### config.mk
export PLATFORM = sky130hd
export DESIGN_NAME = qcs_dyn_pre_gen_rd_sched
export DESIGN_NICKNAME = d
export VERILOG_FILES = /design/src/rtl/qcs_dyn_pre_gen_rd_sched.sv
export SDC_FILE = /design/constraint.sdc
export NUM_CORES = 1
export LEC_CHECK = 0
export CORE_MARGIN = 4
export CORE_UTILIZATION = 47
export DETAILED_ROUTE_END_ITERATION = 7
export PLACE_DENSITY_LB_ADDON = 0.25
export SETUP_SLACK_MARGIN = 0.3
export SYNTH_ARGS = -nofsm -noshare
export SYNTH_HDL_FRONTEND = slang
export SYNTH_SLANG_ARGS = --single-unit
### constraint.sdc
create_clock -name clk -period 1.9 [get_ports clk]
set_clock_uncertainty 0.15 [all_clocks]
set_input_delay 0.19 -clock clk [delete_from_list [all_inputs] [get_ports clk]]
set_output_delay 0.19 -clock clk [all_outputs]
set_load 0.02 [all_outputs]
### src/rtl/qcs_dyn_pre_gen_rd_sched.sv
// Read scheduler for the dynamic preamble generator: walks STF then LTF repetitions,
// issuing paced, ready-gated sample reads and reporting completion or config errors.
module qcs_dyn_pre_gen_rd_sched #(
    parameter  int SEG_LEN = 80,
    parameter  int RW      = 4,
    parameter  int PW      = 4,
    localparam int AW      = $clog2(SEG_LEN)
) (
    input  logic          clk,
    input  logic          reset_n,
    input  logic          start,
    input  logic          abort,
    input  logic [RW-1:0] cfg_stf_rep,
    input  logic [RW-1:0] cfg_ltf_rep,
    input  logic [PW-1:0] cfg_pace,
    input  logic          dst_rdy,
    output logic          nhtp_re,
    output logic [AW-1:0] rd_addr,
    output logic [1:0]    seg_sel,
    output logic          sym_last,
    output logic          busy,
    output logic          done,
    output logic          err_cfg
);

    typedef enum logic [1:0] {S_IDLE, S_STF, S_LTF, S_DONE} state_t;

    localparam logic [AW-1:0] LAST_ADDR = AW'(SEG_LEN - 1);

    state_t        state_q,    state_d;
    logic [AW-1:0] rd_addr_q,  rd_addr_d;
    logic [RW-1:0] rep_cnt_q,  rep_cnt_d;
    logic [PW-1:0] pace_cnt_q, pace_cnt_d;
    logic [RW-1:0] stf_rep_q,  stf_rep_d;
    logic [RW-1:0] ltf_rep_q,  ltf_rep_d;
    logic [PW-1:0] pace_cfg_q, pace_cfg_d;
    logic          err_cfg_q,  err_cfg_d;
    logic          in_seg;
    logic          rd_fire;

    assign in_seg  = (state_q == S_STF) || (state_q == S_LTF);
    assign rd_fire = in_seg && (pace_cnt_q == '0) && dst_rdy && !abort;

    always_ff @(posedge clk or negedge reset_n) begin
        if (!reset_n) begin
            state_q    <= S_IDLE;
            rd_addr_q  <= '0;
            rep_cnt_q  <= '0;
            pace_cnt_q <= '0;
            stf_rep_q  <= '0;
            ltf_rep_q  <= '0;
            pace_cfg_q <= '0;
            err_cfg_q  <= 1'b0;
        end else begin
            state_q    <= state_d;
            rd_addr_q  <= rd_addr_d;
            rep_cnt_q  <= rep_cnt_d;
            pace_cnt_q <= pace_cnt_d;
            stf_rep_q  <= stf_rep_d;
            ltf_rep_q  <= ltf_rep_d;
            pace_cfg_q <= pace_cfg_d;
            err_cfg_q  <= err_cfg_d;
        end
    end

    always_comb begin
        state_d    = state_q;
        rd_addr_d  = rd_addr_q;
        rep_cnt_d  = rep_cnt_q;
        pace_cnt_d = pace_cnt_q;
        stf_rep_d  = stf_rep_q;
        ltf_rep_d  = ltf_rep_q;
        pace_cfg_d = pace_cfg_q;
        err_cfg_d  = 1'b0;

        case (state_q)
            S_IDLE: begin
                // abort in the same cycle drops the start request entirely
                if (start && !abort) begin
                    stf_rep_d  = cfg_stf_rep;
                    ltf_rep_d  = cfg_ltf_rep;
                    pace_cfg_d = cfg_pace;
                    rd_addr_d  = '0;
                    pace_cnt_d = '0;
                    if (cfg_stf_rep != '0) begin
                        state_d   = S_STF;
                        rep_cnt_d = cfg_stf_rep;
                    end else if (cfg_ltf_rep != '0) begin
                        state_d   = S_LTF;
                        rep_cnt_d = cfg_ltf_rep;
                    end else begin
                        err_cfg_d = 1'b1;
                    end
                end
            end
            S_STF, S_LTF: begin
                if (abort) begin
                    state_d    = S_IDLE;
                    rd_addr_d  = '0;
                    rep_cnt_d  = '0;
                    pace_cnt_d = '0;
                end else if (pace_cnt_q != '0) begin
                    pace_cnt_d = pace_cnt_q - PW'(1);
                end else if (dst_rdy) begin
                    pace_cnt_d = pace_cfg_q;
                    if (rd_addr_q == LAST_ADDR) begin
                        rd_addr_d = '0;
                        rep_cnt_d = rep_cnt_q - RW'(1);
                        if (rep_cnt_q == RW'(1)) begin
                            // segment exhausted: enter LTF fresh, or finish
                            pace_cnt_d = '0;
                            if ((state_q == S_STF) && (ltf_rep_q != '0)) begin
                                state_d   = S_LTF;
                                rep_cnt_d = ltf_rep_q;
                            end else begin
                                state_d = S_DONE;
                            end
                        end
                    end else begin
                        rd_addr_d = rd_addr_q + AW'(1);
                    end
                end
            end
            S_DONE: begin
                state_d = S_IDLE;
            end
            default: begin
                state_d = S_IDLE;
            end
        endcase
    end

    always_comb begin
        nhtp_re  = rd_fire;
        rd_addr  = rd_addr_q;
        sym_last = rd_fire && (rd_addr_q == LAST_ADDR);
        busy     = (state_q != S_IDLE);
        done     = (state_q == S_DONE) && !abort;
        err_cfg  = err_cfg_q;
        case (state_q)
            S_STF:   seg_sel = 2'd1;
            S_LTF:   seg_sel = 2'd2;
            default: seg_sel = 2'd0;
        endcase
    end

endmodule

# After elaboration in Yosys (flattened, before gate mapping)
# Cells that the tools add are included.
# totals
reg_bits,26
word_cells,83
out_inout_bits,14
# op_classes
n_eq_ne,12
mux,38
reduce_logical,23
addsub,3
# ops
cell,count
$mux 4,15
$mux 7,5
$mux 2,8
$pmux 4 s2,2
$reduce_bool 4->1,4
$ne 3x3->1 const B,5
$pmux 7 s2,1
$reduce_and 6->1,2
$sub 4x1->4 const B,2
$add 7x1->7 const B,1
$eq 7x7->1 const B,1
$logic_and 1x1->1,7
$pmux 2 s3,1
$mux 1,5
$eq 2x2->1 const B,2
$eq 4x1->1 const B,1
$logic_not 4->1,1
$ne 4x4->1 const B,1
$pmux 2 s2,1
$reduce_and 4->1,1
$reduce_bool 2->1,2
$reduce_and 3->1,1
$eq 2x1->1 const B,1
$logic_not 2->1,1
5 further kinds,5

# Depth between registers and ports, before layout
# Gate-level depths: netlist of run 1.
# depth
ltp_word,9
ltp_mapped,8
ltp_nobuf,6

# Worst setup path before layout of run 1
# Ideal clock, no wire load.
# synth_path
kind,reg2out
start,register state_q[0]
end,output port sym_last
required_ns,1.560
path_buffers,1
stages_incl_launch_ff,6
arrival_ns,1.818
slack_ns,-0.258
cell_sequence,dfrtp_1 inv_1 ha_1 nand2b_1 clkbuf_1 nor4_1
# synth_via
elab_chain_len,6
# synth_rtl
element,line,rtl
from (decl),30,"state_t state_q, state_d;"
from (signal assigned),55,state_q <= state_d;
$eq 2x1->1 or $eq 2x2->1 (tied branches),41,assign in_seg = (state_q == S_STF) || (state_q == S_LTF);
$logic_or 1x1->1 *,41,
$logic_and 1x1->1 * (3 in series),42,assign rd_fire = in_seg && (pace_cnt_q == '0) && dst_rdy && !abort;
$logic_and 1x1->1 *,136,sym_last = rd_fire && (rd_addr_q == LAST_ADDR);
to (decl),20,"output logic sym_last,"
# Every way passes the cells marked *; elsewhere a longest branch is shown, timed or not.

# Worst setup path after layout of run 1
# layout_path
start,register state_q[1]
end,register rep_cnt_q[1]
# layout_via
elab_chain_len,9
# layout_rtl
element,line,rtl
$eq 2x1->1,"76, 112",
$logic_and 1x1->1,112,if ((state_q == S_STF) && (ltf_rep_q != '0)) begin
$mux 4,112,
$mux 4,109,if (rep_cnt_q == RW'(1)) begin
$mux 4,106,if (rd_addr_q == LAST_ADDR) begin
$mux 4,104,end else if (dst_rdy) begin
$mux 4,102,end else if (pace_cnt_q != '0) begin
$mux 4,97,if (abort) begin
$pmux 4 s2,76,case (state_q)
to (signal assigned),57,rep_cnt_q <= rep_cnt_d;
to (decl),32,"logic [RW-1:0] rep_cnt_q, rep_cnt_d;"
# Several ways; a longest one is shown, not always the timed one. The select of a mux whose other input is x is not followed.
# A chain may end at the register's enable or synchronous reset.

==> qor_table.md, run 1 <==
| Parameter | Reported | Unit |
|:---|:---|:---|
| Wirelength per Cell | 21.4 | um |
| Number of DRC markers in iteration 0 | 260 | - |
| Seq cells post-synth | 26 | - |
| Clock sink count | 26 | - |
| Wirelength, routed | 7.08 | mm |
| IO buf count | 30 | - |
| Largest net degree at the start of global routing | 27 | - |
| Cell area after synthesis | 1770 | um^2 |
| Number of optimization iterations in the first detailed-route pass | 5 | - |
| Most common cell after layout, fill and taps aside | sky130_fd_sc_hd__buf_4 | - |
| DR vias/cell | 6.30 | - |
| Total power divided by cell area | 1490 | nW/um^2 |
| Max-cap violations | 0 | - |
| H-tree level count | 1 | - |
| Path class of the lowest-slack min-delay path | input pin to async pin | - |
| Violated checks | setup timing | - |
| Maximum clock frequency | 0.479 | GHz |
| Post-layout power | 4620 | uW |
| Final net count | 310 | - |
| Critical path fanouts, max | 6 | - |
| Site Rows | 22 | - |
| Number of global-route vias before repair | 2,175 | - |
| Placed Area | 2590 | um^2 |
| Clk root buf | sky130_fd_sc_hd__clkbuf_8 | - |
| DIE AREA | 4820 | um^2 |
| Routed vias | 2,079 | - |
| Grt peak-use layer | met2 | - |
| DPL Wire Length | 4.07 | mm |
| CP Launch Type | flop | - |
| Slew headroom | 0.596 | - |
| Setup slack of the worst register-to-register path | -0.19 | ns |
| Initial cell density of the core | 0.484 | - |
| Final setup margin | -0.186 | ns |
| Die height | 69.4 | um |
| Leading cell types by total area after synthesis | sky130_fd_sc_hd__dfrtp_1, sky130_fd_sc_hd__ha_1, sky130_fd_sc_hd__mux2_2 | - |
| GR Layer Usage met2 | 0.467 | - |
| Sequential share of the synthesized area | 0.367 | - |
| Most frequent cells in the layout | sky130_fd_sc_hd__buf_4, sky130_fd_sc_hd__buf_6, sky130_fd_sc_hd__dfrtp_1 | - |
| Proportion of synthesized flip-flops having asynchronous set or reset | 1.00 | - |
| Post-synthesis to final-layout area growth | 75.4 | % |
| # setup viols final | 15 | - |
| Clock Path Buffers | 2 | - |
| Finished layout cell area | 3110 | um^2 |
| Worst-Margin Slew | 0.597 | ns |
| Minimum clock period after layout | 2.09 | ns |
| Syn_area_per_cell | 10.0 | um^2 |
| Count of endpoints failing hold in the final timing report | 0 | - |
| Number of distinct library cell variants in the gate-level netlist after synthesis | 51 | - |
| Static leakage power | 0.00134 | uW |
| Met3 usage in global routing | 0.0507 | - |
| Synth area leader | sky130_fd_sc_hd__dfrtp_1 | - |
| Warnings, synthesis | 0 | - |
| Post-route non-filler standard cell count | 330 | - |
| Total nets after synthesis | 204 | - |
| Overall overflow remaining after global route | 0 | - |
| Horizontal die dimension | 69.4 | um |
| Post-synth top area share | 0.367 | - |
| CTS tree | yes | - |
| Stage delay of the slowest cell on the critical path | 0.41 | ns |
| CP Cell Sequence | inv_2 > ha_4 > and2b_2 > buf_4 > buf_6 > nand4_1 > o311ai_0 > mux2_4 | - |
| First-pass GRT wire length | 10.5 | mm |
| Remaining routing DRC violations | 0 | - |
| Post-route fraction of the period consumed by the critical path | 1.10 | - |
| Worst path arrival time | 2.10 | ns |
| Initial antenna violation count | 0 | - |
| Max stage delay cell, worst path | sky130_fd_sc_hd__dfrtp_1 | - |
| Status | finished with violations | - |
| Worst IR drop on VDD | 994 | uV |
| Final max-slew violation count | 0 | - |
| RSZ-0062 raised after global routing | yes | - |
| Count of hold buffers inserted by post-cts repair | 0 | - |
| Critical path data required time | 1.91 | ns |
| Top flip-flop cell by instance count after synthesis | sky130_fd_sc_hd__dfrtp_1 | - |
| Cell count after placement | 308 | - |
| Worst-path clk slew | 0.10 | ns |
| Later-pin clock latency in the skew report | 0.27 | ns |
| RD Place Congestion | 1.00 | - |
| Synthesized instance count | 177 | - |
| Antenna diode count | 0 | - |
| Placeable core area | 3660 | um^2 |
| Number of enable flip-flop cells after synthesis | 0 | - |
| Global-route usage over all layers | 0.267 | - |
| Number of buffers created by CTS | 3 | - |
| Worst setup path class | flop to flop | - |
| Antenna viol nets, final | 0 | - |
| Share of layout cells above drive strength 1 | 0.539 | - |
| Worst Setup End Kind | flop | - |
| Io pins | 31 | - |
| Post-route worst hold slack | 0.132 | ns |
| Worst setup timing slack at the placement stage | -0.241 | ns |
| M1 GR Usage | 0.317 | - |
## layer usage
metal	share of wire	up-vias
li1	-	896
met1	0.38	1012
met2	0.50	133
met3	0.074	38
met4	0.042	0
met5	0	-
## layout make-up
class | instances | area (um^2)
tap | 48 | 60.1
timing repair buffer | 105 | 965
sequential | 26 | 652
clock buffer | 4 | 45.0
inverter | 10 | 47.5
fill | 181 | 552
multi-input combinational | 137 | 1340
## kinds of logic after synthesis
logic type      after synthesis  synth area share
xor+xnor                      2           0.00988
buf+inv                      14            0.0317
fa+ha+maj                    10            0.0706
flops                        26             0.367
compound gates               48             0.200
simple gates                 64             0.233
mux                          13            0.0882
## flip-flops by register name, summed over array words and instances (netlist names)
signal and count:
ltf_rep_q 4, rep_cnt_q 4, rd_addr 7, err_cfg 1
pace_cfg_q 4, state_q 2, pace_cnt_q 4
## critical path: cells and delay by family (launching register included)
family	cells	cell delay, ns
muxes	1	0.29
and+or+nand+nor	2	0.36
AOI/OAI and AO/OA	1	0.17
adders and majority gates	1	0.22
DFF	1	0.41
buffers and inverters	3	0.37
## Yosys cell counts (4+ instances only)
cell type                  instances
sky130_fd_sc_hd__nor4b_1           5
sky130_fd_sc_hd__o21ai_0          14
sky130_fd_sc_hd__nand2_1           9
sky130_fd_sc_hd__nand3_1           8
sky130_fd_sc_hd__a21oi_1           8
sky130_fd_sc_hd__ha_1             10
sky130_fd_sc_hd__o21bai_1          4
sky130_fd_sc_hd__nand4_1           6
sky130_fd_sc_hd__nor2_1            8
sky130_fd_sc_hd__dfrtp_1          26
sky130_fd_sc_hd__mux2_2            8
sky130_fd_sc_hd__inv_1             9
## path summary, 6_finish.rpt
check                                                from                        end  cells after the start
worst max-delay path               state_q[1]$_DFFE_PN0P_   rep_cnt_q[1]$_DFFE_PN0P_                      8
worst min-delay path                              reset_n     rd_addr[6]$_DFFE_PN0P_                      2
worst max register to register     state_q[1]$_DFFE_PN0P_   rep_cnt_q[1]$_DFFE_PN0P_                      8
worst min register to register  pace_cfg_q[3]$_DFFE_PN0P_  pace_cfg_q[3]$_DFFE_PN0P_                      1
max in group asynchronous                         reset_n     rd_addr[4]$_DFFE_PN0P_                      2
min in group clk                              cfg_pace[1]  pace_cfg_q[1]$_DFFE_PN0P_                      2
## metrics by stage
stage | util | setup TNS (ns)
3_3_place_gp | 0.708 | -1.53
4_1_cts | 0.807 | -0.498
6_report | 0.849 | -1.19
2_1_floorplan | - | -0.346
3_5_place_dp | 0.708 | -1.97
5_1_grt | 0.849 | -2.24
## repair_timing
item	in CTS	in global routing
buffers inserted	13	5
pin swaps	21	13
gates resized for setup	95	32
hold endpoints to repair	0	0
endpoints found under the setup margin	30	31
## report_power, final
part / leakage, uW / internal (uW) / total [uW] / switching [uW]
combinational: 0.000988 / 1790 / 3370 / 1580
clock: 0.0000228 / 150 / 332 / 182
sequential: 0.000332 / 744 / 921 / 176
(Power assumes the default switching activity.)
==> run 2, diff against run 1 <==
ABC_AREA = 1   (was default)
CORE_UTILIZATION = 53   (was 47)
clock period = 2.3 ns   (was 1.9 ns; I/O delays follow)
==> run 2 against run 1 <==
Net effect:
- the flow now finishes without violations
- global-route usage fell by 7.3 points
- register-to-register slack improved by 0.63 ns
- cell area fell by 26%
- final cell count fell by 0.91%
- synthesized cell count rose by 37%
- largest power group unchanged
- first-iteration DRC count fell by 65%
- worst hold slack got worse by 0.047 ns
- sequential power fell by 14%
- core utilization fell by 12 points
- routed wire length fell by 42%
- sequential cell count did not move
==> qor_table.md, run 2 <==
| Parameter | Reported | Unit | vs previous |
|:---|:---|:---|:---|
| Status | finished, final reports clean | - |  |
| Post-route fraction of the period consumed by the critical path | 0.841 | - |  |
| Wirelength, routed | 4.12 | mm | -42% |
| Number of enable flip-flop cells after synthesis | 0 | - | unchanged |
| Remaining routing DRC violations | 0 | - | unchanged |
| Sequential share of the synthesized area | 0.359 | - | -0.00786 |
| Count of endpoints failing hold in the final timing report | 0 | - | unchanged |
| Path class of the lowest-slack min-delay path | input pin to async pin | - |  |
| Stage delay of the slowest cell on the critical path | 0.41 | ns | about the same |
| Slew headroom | 0.707 | - | +0.110 |
| Wirelength per Cell | 12.6 | um | -41% |
| Number of optimization iterations in the first detailed-route pass | 4 | - | -1 |
| Maximum clock frequency | 0.517 | GHz |  |
| Leading cell types by total area after synthesis | sky130_fd_sc_hd__dfrtp_1, sky130_fd_sc_hd__nand2_1, sky130_fd_sc_hd__ha_1 | - |  |
| Final net count | 311 | - | +0.32% |
| Clk root buf | sky130_fd_sc_hd__clkbuf_4 | - |  |
| Io pins | 31 | - | unchanged |
| Syn_area_per_cell | 7.49 | um^2 | -25% |
| CP Cell Sequence | inv_1 > ha_4 > nand2_2 > nor3_2 > buf_4 | - |  |
| Seq cells post-synth | 26 | - | unchanged |
| Initial cell density of the core | 0.575 | - | +0.0903 |
| Post-route worst hold slack | 0.0852 | ns | -0.0472 ns |
| Total power divided by cell area | 1280 | nW/um^2 | -14% |
| Count of hold buffers inserted by post-cts repair | 0 | - | unchanged |
| Synthesized instance count | 242 | - | +37% |
| Top cells by instance count after synthesis | sky130_fd_sc_hd__nand2_1, sky130_fd_sc_hd__inv_1, sky130_fd_sc_hd__dfrtp_1, sky130_fd_sc_hd__nand3_1, sky130_fd_sc_hd__nor2_1 | - |  |
| Antenna viol nets, final | 0 | - | unchanged |
| # setup viols final | 0 | - | -15 |
| Number of distinct library cell variants in the gate-level netlist after synthesis | 31 | - | -39% |
| Most frequent cells in the layout | sky130_fd_sc_hd__nand2_1, sky130_fd_sc_hd__inv_1, sky130_fd_sc_hd__dfrtp_1, sky130_fd_sc_hd__clkdlybuf4s50_1, sky130_fd_sc_hd__nand3_1 | - |  |
| Most instantiated library cell after synthesis | sky130_fd_sc_hd__nand2_1 | - |  |
| Critical path fanouts, max | 3 | - | -3 |
| Die height | 66.5 | um | -4.3% |
| Critical Path Start | state_q[1]$_DFFE_PN0P_ | - |  |
| Worst path arrival time | 1.55 | ns | -0.55 ns |
| Proportion of synthesized flip-flops having asynchronous set or reset | 1.00 | - | unchanged |
| Largest net degree at the start of global routing | 27 | - | unchanged |
| First-pass GRT wire length | 6.69 | mm | -36% |
| Cell count of the worst reg-to-reg path | 9 | - | +1 |
| Number of buffers created by CTS | 3 | - | unchanged |
| Worst Setup End Kind | output pin | - |  |
| RSZ-0062 raised after global routing | yes | - |  |
| Number of global-route vias before repair | 1,554 | - | -29% |
| Synth area leader | sky130_fd_sc_hd__dfrtp_1 | - |  |
| Setup slack of the worst register-to-register path | 0.44 | ns | +0.63 ns |
| Worst-Margin Slew | 0.439 | ns | -0.158 ns |
| Initial antenna violation count | 0 | - | unchanged |
| Cell family with most CP delay | flip-flops | - |  |
| H-tree level count | 1 | - | unchanged |
| Placeable core area | 3150 | um^2 | -14% |
| Top flip-flop cell by instance count after synthesis | sky130_fd_sc_hd__dfrtp_1 | - |  |
| Critical path data required time | 1.92 | ns | about the same |
| Final setup margin | 0.366 | ns | +0.552 ns |
| Post-synthesis to final-layout area growth | 26.2 | % |  |
| DPL Wire Length | 3.04 | mm | -25% |
| Total nets after synthesis | 269 | - | +32% |
| Worst-path clk slew | 0.15 | ns | +0.05 ns |
| Worst setup path class | flop to output pin | - |  |
| Post-synth top area share | 0.359 | - | -0.00786 |
| Number of DRC markers in iteration 0 | 91 | - | -65% |
| Reg2Reg Capture Point | rd_addr[4]$_DFFE_PN0P_ | - |  |
| Worst setup timing slack at the placement stage | 0.195 | ns | +0.437 ns |
| Final max-slew violation count | 0 | - | unchanged |
| Max-cap violations | 0 | - | unchanged |
| Site Rows | 20 | - | -9.1% |
| Overall overflow remaining after global route | 0 | - | unchanged |
| Post-layout power | 2920 | uW | -37% |
| Post-route non-filler standard cell count | 327 | - | -0.91% |
| Sum Neg Setup Slack | 0 | ns | +1.19 ns |
| Cell area after synthesis | 1810 | um^2 | +2.2% |
| Crit path buf inv count | 2 | - | -1 |
| Number of flip-flops under the largest register name | 7 | - | unchanged |
| DR vias/cell | 5.01 | - | -21% |
| RD Place Congestion | 0.878 | - | -13% |
| IO buf count | 30 | - | unchanged |
| Global-route usage over all layers | 0.194 | - | -0.0734 |
| Routed vias | 1,637 | - | -21% |
| Worst IR drop on VDD | 752 | uV | -24% |
| Horizontal die dimension | 66.5 | um | -4.3% |
| Share of layout cells above drive strength 1 | 0.194 | - | -0.345 |
| Cell count after placement | 317 | - | +2.9% |
| Static leakage power | 0.00112 | uW | -17% |
| CP Launch Type | flop | - |  |
| Origin of the critical flop-to-flop path | state_q[1]$_DFFE_PN0P_ | - |  |
| Most common cell after layout, fill and taps aside | sky130_fd_sc_hd__nand2_1 | - |  |
| Antenna diode count | 0 | - | unchanged |
| Max stage delay cell, worst path | sky130_fd_sc_hd__dfrtp_1 | - |  |
| DIE AREA | 4420 | um^2 | -8.3% |
| Clock Path Buffers | 2 | - | unchanged |
| Clock sink count | 26 | - | unchanged |
| Minimum clock period after layout | 1.93 | ns |  |
| CTS tree | yes | - |  |
| Later-pin clock latency in the skew report | 0.33 | ns | +0.06 ns |
| Warnings, synthesis | 0 | - | unchanged |
-- run 2: changes by cell type after synthesis, sizes merged, moves of 4 or more --
cell | before | now
nand2 | 9 | 79
inv | 10 | 37
nor2 | 8 | 24
nand3 | 9 | 20
mux2 | 12 | 4
nor4b | 5 | 0
o21ai | 15 | 20
a21oi | 8 | 4
o21bai | 4 | 0
-- run 2: worst max-delay path by stage --
stage                     slack (ns)  endpoint  depth (start not counted)
after global placement          0.22  sym_last                          7
final                           0.37  sym_last                          5
after detailed placement        0.20  sym_last                          5
after global routing            0.24  sym_last                          6
after floorplan                 0.47  sym_last                          5
after CTS                       0.16  sym_last                          7
-- run 2: logic make-up after synthesis --
family	after synthesis	synth area share
AND/OR/NAND/NOR	134	0.372
buffers and inverters	41	0.0905
flip-flops	26	0.359
AO/OA/AOI/OAI	24	0.0704
adder cells (fa/ha/maj)	10	0.0691
multiplexers	4	0.0249
XOR/XNOR	3	0.0145
-- run 2: metrics by stage --
stage / utilization / instance area [um^2]
after global routing: 0.725 / 2290
after detailed placement: 0.690 / 2180
after global placement: 0.690 / 2180
final: 0.725 / 2290
after CTS: 0.700 / 2210
after floorplan: - / 1810
-- run 2: power breakdown --
part,total (uW),internal [uW],switching (uW),leakage (uW)
logic,1890,768,1130,0.000765
clock network,237,97.0,140,0.0000210
registers,791,630,161,0.000335
total,2920,1500,1430,0.00112
-- run 2: layer usage --
metal  share of wire  GRT usage
met5               0          0
met4          0.0078     0.0431
met3           0.055     0.0506
met2            0.46      0.307
met1            0.48      0.265
-- run 2: repair_timing --
item	4_1_cts	5_1_grt
setup endpoints to repair	6	16
pin swaps	0	3
resized for setup	13	14
buffers inserted	0	6
-- run 2: cell type report --
type | count | area, um^2
sequential | 26 | 653
timing repair buffer | 38 | 352
tap | 44 | 55.1
multi-input combinational | 175 | 1030
clock buffer | 4 | 36.3
inverter | 40 | 159
fill | 241 | 866
-- run 2: worst register-to-register path, cell delays in order (launching register included) --
cell and delay (ns):
sky130_fd_sc_hd__dfrtp_1 0.43, sky130_fd_sc_hd__inv_1 0.13, sky130_fd_sc_hd__ha_4 0.22, sky130_fd_sc_hd__nand2_2 0.10
sky130_fd_sc_hd__buf_4 0.15, sky130_fd_sc_hd__inv_4 0.08, sky130_fd_sc_hd__a21oi_1 0.26, sky130_fd_sc_hd__o21ai_0 0.13
sky130_fd_sc_hd__nand2_1 0.08, sky130_fd_sc_hd__inv_1 0.04
==> run 3, diff against run 2 <==
CORE_UTILIZATION = 48   (was 53)
clock period = 1.7 ns   (was 2.3 ns; I/O delays follow)
==> run 3 against run 2 <==
Net effect:
- the flow now finishes with violations (setup timing)
- count of clock-buffer cells in the layout did not move
- first-iteration DRC count fell by 27%
- critical path depth did not move
- worst hold slack improved by 0.033 ns
- non-clock buffer count rose by 39
- core utilization rose by 4.8 points
- final cell count rose by 13%
- clock power rose by 73%
- global-route usage rose by 0.88 points
- sequential share of layout area fell by 5.5 points
- via count rose by 14%
- combinational power rose by 92%
- largest power group unchanged
==> qor_table.md, run 3 (same netlist as run 2, synthesis figures left out) <==
| Parameter | Reported | Unit | vs previous |
|:---|:---|:---|:---|
| Worst Setup End Kind | output pin | - |  |
| Origin of the critical flop-to-flop path | state_q[0]$_DFFE_PN0P_ | - |  |
| Final net count | 350 | - | +13% |
| IO buf count | 30 | - | unchanged |
| Initial cell density of the core | 0.495 | - | -0.0797 |
| Maximum clock frequency | 0.581 | GHz |  |
| Die height | 69.4 | um | +4.5% |
| Count of endpoints failing hold in the final timing report | 0 | - | unchanged |
| Most common cell after layout, fill and taps aside | sky130_fd_sc_hd__nand2_1 | - |  |
| Wirelength, routed | 4.83 | mm | +17% |
| Worst setup path class | flop to output pin | - |  |
| Final max-slew violation count | 0 | - | unchanged |
| H-tree level count | 1 | - | unchanged |
| Post-synthesis to final-layout area growth | 56.4 | % |  |
| Worst-Margin Slew | 0.350 | ns | -0.0888 ns |
| Post-route fraction of the period consumed by the critical path | 1.01 | - |  |
| Io pins | 31 | - | unchanged |
| Wirelength per Cell | 13.1 | um | +3.7% |
| Initial antenna violation count | 0 | - | unchanged |
| Violated checks | setup timing | - |  |
| Number of DRC markers in iteration 0 | 66 | - | -27% |
| Later-pin clock latency in the skew report | 0.27 | ns | -0.06 ns |
| Number of global-route vias before repair | 1,865 | - | +20% |
| Share of layout cells above drive strength 1 | 0.419 | - | +0.225 |
| Routed vias | 1,867 | - | +14% |
| Worst setup timing slack at the placement stage | -0.193 | ns | -0.388 ns |
| Most frequent cells in the layout | sky130_fd_sc_hd__nand2_1, sky130_fd_sc_hd__buf_4, sky130_fd_sc_hd__dfrtp_1 | - |  |
| Status | finished with violations | - |  |
| Global-route usage over all layers | 0.203 | - | +0.00879 |
| Critical Path Start | state_q[0]$_DFFE_PN0P_ | - |  |
| Worst IR drop on VDD | 1230 | uV | +64% |
| Clock Path Buffers | 2 | - | unchanged |
| Clock sink count | 26 | - | unchanged |
| Post-route non-filler standard cell count | 370 | - | +13% |
| # setup viols final | 5 | - | +5 |
| Static leakage power | 0.00141 | uW | +26% |
| Metal3 WL | 159 | um | -29% |
| Count of hold buffers inserted by post-cts repair | 0 | - | unchanged |
| Wire length on met1 | 2.02 | mm | +1.9% |
| Overall overflow remaining after global route | 0 | - | unchanged |
| Cell count after placement | 353 | - | +11% |
| First-pass GRT wire length | 8.02 | mm | +20% |
| Number of flip-flops under the largest register name | 7 | - | unchanged |
| Sum Neg Setup Slack | -0.0439 | ns | -0.0439 ns |
| Critical path data required time | 1.38 | ns | -0.54 ns |
| Cell count of the worst reg-to-reg path | 10 | - | +1 |
| Minimum clock period after layout | 1.72 | ns |  |
| Setup slack of the worst register-to-register path | -0.01 | ns | -0.45 ns |
| DR vias/cell | 5.05 | - | +0.80% |
| RD Place Congestion | 0.833 | - | -5.1% |
| Site Rows | 22 | - | +10% |
| Remaining routing DRC violations | 0 | - | unchanged |
| Antenna viol nets, final | 0 | - | unchanged |
| Total power divided by cell area | 1800 | nW/um^2 | +41% |
| Reg2Reg Capture Point | pace_cnt_q[3]$_DFFE_PN0P_ | - |  |
| Placeable core area | 3660 | um^2 | +16% |
| Number of optimization iterations in the first detailed-route pass | 4 | - | unchanged |
| Clk root buf | sky130_fd_sc_hd__clkbuf_8 | - |  |
| Worst-path clk slew | 0.09 | ns | -0.06 ns |
| CP Launch Type | flop | - |  |
| Slew headroom | 0.767 | - | +0.0600 |
| Final setup margin | -0.0202 | ns | -0.386 ns |
| DIE AREA | 4820 | um^2 | +9.1% |
| Largest net degree at the start of global routing | 27 | - | unchanged |
| Horizontal die dimension | 69.4 | um | +4.5% |
| Worst path arrival time | 1.40 | ns | -0.15 ns |
| Antenna diode count | 0 | - | unchanged |
| CTS tree | yes | - |  |
| RSZ-0062 raised after global routing | yes | - |  |
| Max-cap violations | 0 | - | unchanged |
| Path class of the lowest-slack min-delay path | input pin to async pin | - |  |
| DPL Wire Length | 3.40 | mm | +12% |
| Number of buffers created by CTS | 3 | - | unchanged |
| Met2 layer wire length in the routed design | 2.60 | mm | +38% |
| Critical path fanouts, max | 3 | - | unchanged |
| Highest signal layer in the routed design | met4 | - |  |
==> run 3: cell count changes in the layout (fill, tap and decap cells not counted), moves of 8 or more <==
cell	change
sky130_fd_sc_hd__buf_4	+25
sky130_fd_sc_hd__clkdlybuf4s50_1	-8
sky130_fd_sc_hd__buf_6	+17
sky130_fd_sc_hd__nand2_1	-10
sky130_fd_sc_hd__nand2_2	+8
==> run 3: final cells by class <==
type                            instances  area (um^2)
Multi-Input combinational cell        175         1220
Fill cell                             250          828
Timing Repair Buffer                   77          679
Sequential cell                        26          653
Inverter                               40          166
Tap cell                               48         60.1
Clock buffer                            4         55.1
==> run 3: critical path, stage by stage, from the launching register on <==
cell	delay, ns
sky130_fd_sc_hd__dfrtp_1	0.39
sky130_fd_sc_hd__inv_2	0.07
sky130_fd_sc_hd__ha_4	0.29
sky130_fd_sc_hd__nand2_8	0.06
sky130_fd_sc_hd__nor3_4	0.18
sky130_fd_sc_hd__buf_6	0.14
==> run 3: through the flow <==
stage	utilization	power (uW)	instance area (um^2)	hold slack, ns
finish	0.774	5110	2830	0.118
detailed placement	0.689	3990	2520	0.350
CTS	0.748	4860	2740	0.125
global placement	0.689	3910	2520	0.348
floorplan	-	3030	1920	-0.276
global route	0.774	5480	2830	0.147
==> run 3: metal layers <==
layer,up-vias,GRT usage
li1,935,-
met1,881,0.233
met2,41,0.385
met3,10,0.0333
met4,0,0.0521
met5,-,0
==> run 3: worst max path at each step <==
stage | end | slack (ns) | cells past startpoint
final | sym_last | -0.02 | 5
after global routing | sym_last | -0.08 | 5
after CTS | sym_last | -0.01 | 7
after detailed placement | sym_last | -0.19 | 5
after global placement | sym_last | -0.20 | 5
after floorplan | rep_cnt_q[3]$_DFFE_PN0P_ | 0.17 | 11
==> run 3: what timing repair did <==
item	4_1_cts	5_1_grt
pin swaps	12	11
endpoints found under the setup margin	32	33
setup buffers	8	5
resized for setup	99	18
hold endpoints to repair	0	0
==> run 3: power breakdown <==
group	switching [uW]	leakage [uW]	internal, uW	total (uW)
clock	201	0.0000288	207	409
sequential	219	0.000335	854	1070
combinational	1910	0.00104	1720	3630
total	2330	0.00141	2780	5110
==> edit 1, RTL diff (flow settings as in run 3) <==
Change the parameter `SEG_LEN` from 80 to 40.
--- a/src/rtl/qcs_dyn_pre_gen_rd_sched.sv
+++ b/src/rtl/qcs_dyn_pre_gen_rd_sched.sv
@@ -2,5 +2,5 @@
 // issuing paced, ready-gated sample reads and reporting completion or config errors.
 module qcs_dyn_pre_gen_rd_sched #(
-    parameter  int SEG_LEN = 80,
+    parameter  int SEG_LEN = 40,
     parameter  int RW      = 4,
     parameter  int PW      = 4,
Ports: changed (resized rd_addr); port bits go from 31 to 30. The function was not compared with the original's and may differ.
==> edit 1 against run 3 <==
The flow still finishes with violations (negative setup slack); worst setup slack worse by 0.15 ns; power up 0.85%; critical path depth grew 2; core utilization is 3.0 points higher; non-clock buffer count is 3 higher; combinational power up 5.8%; area after synthesis shrank 6.6%; sequential cell count decreased by 1; cell area fell by 4.5%; global-route usage is 0.85 points higher; routed wire length grew 7.7%; fmax decreased by 8.0%.
==> edit 1: results (changes against run 3) <==
stage,metric,value,unit,change
synth,synth_compound_area_frac,0.0651,,-0.00535
power,leakagePower,1.35,nW,-4.3%
sta,tns,-1.18,ns,-1.13 ns
final_layout,fill_cells,202,,-19%
synth,synthXorXnorAreaFrac,0.0207,,+0.00621
synth,yosys-top-cells-area,"dfrtp_1 37%, nand2_1 14%, ha_1 7.4%, inv_1 6.7%, nand3_1 5.6%",,
placed_design,dp_slack,-0.313,ns,-0.120 ns
synth,synth_mux_area_frac,0.0259,,+0.00103
route,via_per_inst,5.27,,+4.4%
cts,clock_latency,0.32,ns,+0.05 ns
outcome,violations,negative setup slack,,
synth,synthTopCellsByCount,"64 x nand2_1, 30 x inv_1, 25 x dfrtp_1",,
cts,cts-root-buf,clkbuf_4,,
final_layout,finalNetCount,339,,-3.1%
route,wirelength,5210,um,+7.7%
worst_setup_path,slowest_delay,0.39,ns,about the same
grt,grt_pass1_vias,1640,,-12%
worst_setup_path,cp_max_fo,4,,+1
grt,grt_pass1_wl,7340,um,-8.5%
route,drt_iter0_drc,84,,+27%
final_layout,largest_reg_flops,6,,-1
final_layout,layout-drive-gt1-share,0.418,,-0.00125
grt,grt_usage,0.211,,+0.00849
placed_design,dpl.hpwl,3120,um,-8.4%
placed_design,port-buffer-count,29,,-3.3%
placed_design,routabilityCongestion,0.851,,+2.2%
synth,synthesis.nets,255,,-5.2%
outcome,outcome,finished with violations,,
sta,final.setup.worst_slack,-0.170,ns,-0.149 ns
synth,synth.distinct_cells,25,,-19%
worst_setup_path,critPathArrivalTime,1.55,ns,+0.15 ns
sta,setup_viol,19,,+14
synth,synthAdderAreaFrac,0.0740,,+0.00490
power,irDropWorstVdd,1.32,mV,+7.2%
synth,yosysSeqAreaShare,0.370,,+0.0107
cts,path_clk_slew,0.14,ns,+0.05 ns
grt,grt_max_degree,26,,-3.7%
-- edit 1: changes by cell type in the layout (fill, tap and decap cells not counted), sizes merged --
cell	before	now
dfrtp	26	25
buf	59	62
clkinv	3	0
nand2	79	72
xor2	2	3
mux2i	0	1
o21ai	20	18
mux2	4	3
inv	37	38
nor3	2	1
nand4	8	6
-- edit 1: worst paths after layout --
kind | startpoint | end | slack, ns | cells past startpoint
worst max-delay path | state_q[1]$_DFFE_PN0P_ | sym_last | -0.17 | 7
worst min-delay path | reset_n | state_q[1]$_DFFE_PN0P_ | 0.04 | 2
worst max register to register | state_q[0]$_DFFE_PN0P_ | rep_cnt_q[2]$_DFFE_PN0P_ | -0.09 | 10
worst min register to register | pace_cfg_q[2]$_DFFE_PN0P_ | pace_cfg_q[2]$_DFFE_PN0P_ | 0.39 | 2
max in group asynchronous | reset_n | rd_addr[1]$_DFFE_PN0P_ | 1.10 | 2
min in group clk | cfg_ltf_rep[2] | ltf_rep_q[2]$_DFFE_PN0P_ | 0.29 | 3
-- edit 1: what timing repair did --
item	4_1_cts	5_1_grt
pin swaps	9	9
buffers inserted	5	12
gates resized for setup	79	47
setup endpoints to repair	37	32
hold endpoints to repair	0	0
cloned	0	1
-- edit 1: layout make-up --
class	count	area, sq um	area share
Multi-Input combinational cell	164	1140	0.422
Timing Repair Buffer	80	694	0.257
Sequential cell	25	628	0.232
Inverter	38	155	0.0574
Tap cell	46	57.6	0.0213
Clock buffer	4	26.3	0.00972
-- edit 1: layer usage --
| layer | global-route usage | wire (um) |
|---|---|---|
| met2 | 0.371 | 2690 |
| met5 | 0 | 0 |
| met3 | 0.0266 | 243 |
| met1 | 0.276 | 2120 |
| met4 | 0.0481 | 157 |
-- edit 1: per-stage QoR --
step	cells	total power, mW	area [sq um]	utilization
after floorplan	228	2.81	1730	-
after global placement	335	3.77	2320	0.690
after detailed placement	335	3.83	2320	0.690
after CTS	344	4.37	2450	0.727
after global routing	357	5.50	2700	0.804
final	357	5.15	2700	0.804
-- edit 1: cells by family (layout without fill, tap and decap cells) --
group	count (synthesis)	in the layout
compound gates	22	22
xor+xnor	4	4
flops	25	25
mux	4	4
fa+ha+maj	10	10
buf+inv	39	122
simple gates	124	124
-- edit 1: power groups by stage --
stage	registers [mW]	logic (mW)	clock network [mW]
after floorplan	1.03	1.79	0
after global placement	1.00	2.76	0
after detailed placement	1.01	2.82	0
after CTS	0.999	3.10	0.270
after global routing	1.07	4.14	0.300
final	1.04	3.84	0.274
==> edit 2, RTL diff (settings of run 3) <==
Without the edit above. Re-encode `state_t` (4 states) as one-hot, 4 bits wide.
--- a/src/rtl/qcs_dyn_pre_gen_rd_sched.sv
+++ b/src/rtl/qcs_dyn_pre_gen_rd_sched.sv
@@ -24,5 +24,5 @@
 );
 
-    typedef enum logic [1:0] {S_IDLE, S_STF, S_LTF, S_DONE} state_t;
+    typedef enum logic [3:0] {S_IDLE = 4'b0001, S_STF = 4'b0010, S_LTF = 4'b0100, S_DONE = 4'b1000} state_t;
 
     localparam logic [AW-1:0] LAST_ADDR = AW'(SEG_LEN - 1);
Function: no difference found for any inputs over 10 cycles, from zero or initial values and one cycle with reset_n low; not proved beyond that.
==> edit 2 against run 3 <==
The flow still finishes with violations (negative setup slack); largest power group unchanged; via count is 16% higher; routed wire length is 28% higher; highest routed layer unchanged; global-route usage is 2.5 points higher; cell area up 9.4%; sequential cell count increased by 2; first-iteration DRC count increased to 3.1 times the old value; area after synthesis grew 4.0%; clock power increased by 33%; worst setup slack got worse by 0.17 ns; fmax is 8.8% lower; power is 2.0% lower.
==> edit 2: results (changes against run 3) <==
stage,metric,value,unit,change
synth,synthTopCellsByCount,"82 x nand2_1, 28 x nor2_1, 27 x dfrtp_1",,
power,p_clk,0.543,mW,+33%
sta,tns,-2.46,ns,-2.42 ns
synth,synth.distinct_cells,33,,+6.5%
grt,grt_pass1_wl,9320,um,+16%
placed_design,dpl.hpwl,3700,um,+8.7%
sta,maxSlewHeadroom,0.744,,-0.0223
final_layout,fin_cells,400,,+8.1%
power,irDropWorstVdd,0.905,mV,-26%
final_layout,area_growth,64.5,%,
power,switching_share,0.462,,+0.00700
placed_design,dp_slack,-0.292,ns,-0.0991 ns
grt,grt_pass1_vias,2105,,+13%
cts,cts_buffers,3,,unchanged
cts,cts-root-buf,clkbuf_8,,
final_layout,nonClkBufAreaFrac,0.245,,+0.00521
final_layout,layout-drive-gt1-share,0.449,,+0.0296
placed_design,port-buffer-count,30,,unchanged
final_layout,inverters,31,,-23%
synth,synthArstFlopShare,1.00,,unchanged
worst_setup_path,critPathArrivalTime,1.57,ns,+0.17 ns
grt,grt_usage,0.228,,+0.0252
outcome,outcome,finished with violations,,
route,vias,2170,,+16%
placed_design,dp_cells,384,,+8.8%
grt,antenna_found_initial,0,,unchanged
final_layout,multi_input_area,1360,sq um,+12%
synth,yosys-top-cells-area,"dfrtp_1 36%, nand2_1 16%, nand3_1 6.6%, nor2_1 5.6%, inv_1 5.2%",,
synth,syn_area,1880,sq um,+4.0%
worst_setup_path,cp_max_fo,3,,unchanged
sta,final.setup.worst_slack,-0.187,ns,-0.167 ns
synth,syn_avg_cell_area,7.16,sq um,-4.3%
final_layout,n_antenna_cell,0,,unchanged
cts,clock_latency,0.28,ns,
cts,clockBufferDepth,2,,unchanged
power,clockPowerShare,0.109,,+0.029
synth,yosysSeqAreaShare,0.373,,+0.0134
route,wirelength,6180,um,+28%
placed_design,placed_cell_area,2690,sq um,+6.8%
outcome,violations,negative setup slack,,
synth,ys_warn_count,0,,unchanged
final_layout,seq_area,707,sq um,+8.2%
final_layout,buffers,87,,+13%
sta,slew_violations,0,,unchanged
route,drt_iter0_drc,203,,+210%
final_layout,largest_reg_flops,7,,unchanged
cts,path_clk_slew,0.10,ns,
final_layout,nMultiInputCombCells,202,,+15%
cts,htreeDepth,1,,unchanged
power,pwr-share-comb,0.672,,-0.038
sta,setup_viol,30,,+25
final_layout,fill_cells,213,,-15%
power,leakagePower,1.52,nW,+7.8%
final_layout,design.seq.count,28,,+7.7%
placed_design,routabilityCongestion,0.881,,+5.8%
final_layout,clk_share,0.0230,,+0.00358
grt,grt_max_degree,29,,+7.4%
route,dr.pass1.iters,5,,+1
synth,synthesis.nets,285,,+5.9%
edit 2: cell count changes in the layout (fill, tap and decap cells not counted), sizes merged, moves of 5 or more:
| cell | run 3 | this run |
|---|---|---|
| nand2 | 79 | 91 |
| buf | 59 | 69 |
| inv | 37 | 27 |
| nand3 | 20 | 28 |
| nor2 | 24 | 32 |
| ha | 10 | 5 |
edit 2: what timing repair did:
item                       in CTS  in global routing
gates resized for setup        98                 47
gates cloned                    1                  0
setup buffers                   8                  3
pin swaps                      17                 20
setup endpoints to repair      42                 37
edit 2: per-layer routing:
metal	part of all wire	routed length (um)	global-route usage
met4	0.023	144	0.0668
met1	0.39	2380	0.294
met5	0	0	0
met3	0.062	384	0.0241
met2	0.53	3270	0.403
edit 2: worst paths after layout:
check	start	to	slack, ns	cells after the start
setup / recovery	state_q[2]$_DFFE_PN0P_	sym_last	-0.19	8
hold / removal	reset_n	rd_addr[2]$_DFFE_PN0P_	0.11	2
setup reg to reg	state_q[2]$_DFFE_PN0P_	rd_addr[0]$_DFFE_PN0P_	-0.16	10
hold reg to reg	rep_cnt_q[1]$_DFFE_PN0P_	rep_cnt_q[1]$_DFFE_PN0P_	0.36	2
max in group asynchronous	reset_n	state_q[0]$_DFFE_PN1P_	0.97	2
min in group clk	cfg_pace[2]	pace_cfg_q[2]$_DFFE_PN0P_	0.31	3
edit 2: critical path: stages, from the launching register on:
cell,delay [ns]
dfrtp_1,0.47
nor2_4,0.19
nand3_4,0.10
nand2_4,0.10
nand2_4,0.07
clkinv_4,0.05
nand3_4,0.08
nor2_4,0.12
buf_6,0.11
edit 2: kinds of logic after synthesis:
family                     synth area share
muxes                                0.0179
adders and majority gates            0.0332
and+or+nand+nor                       0.410
AOI/OAI and AO/OA                    0.0810
buffers and inverters                0.0717
xor gates and xnor gates             0.0139
DFF                                   0.373
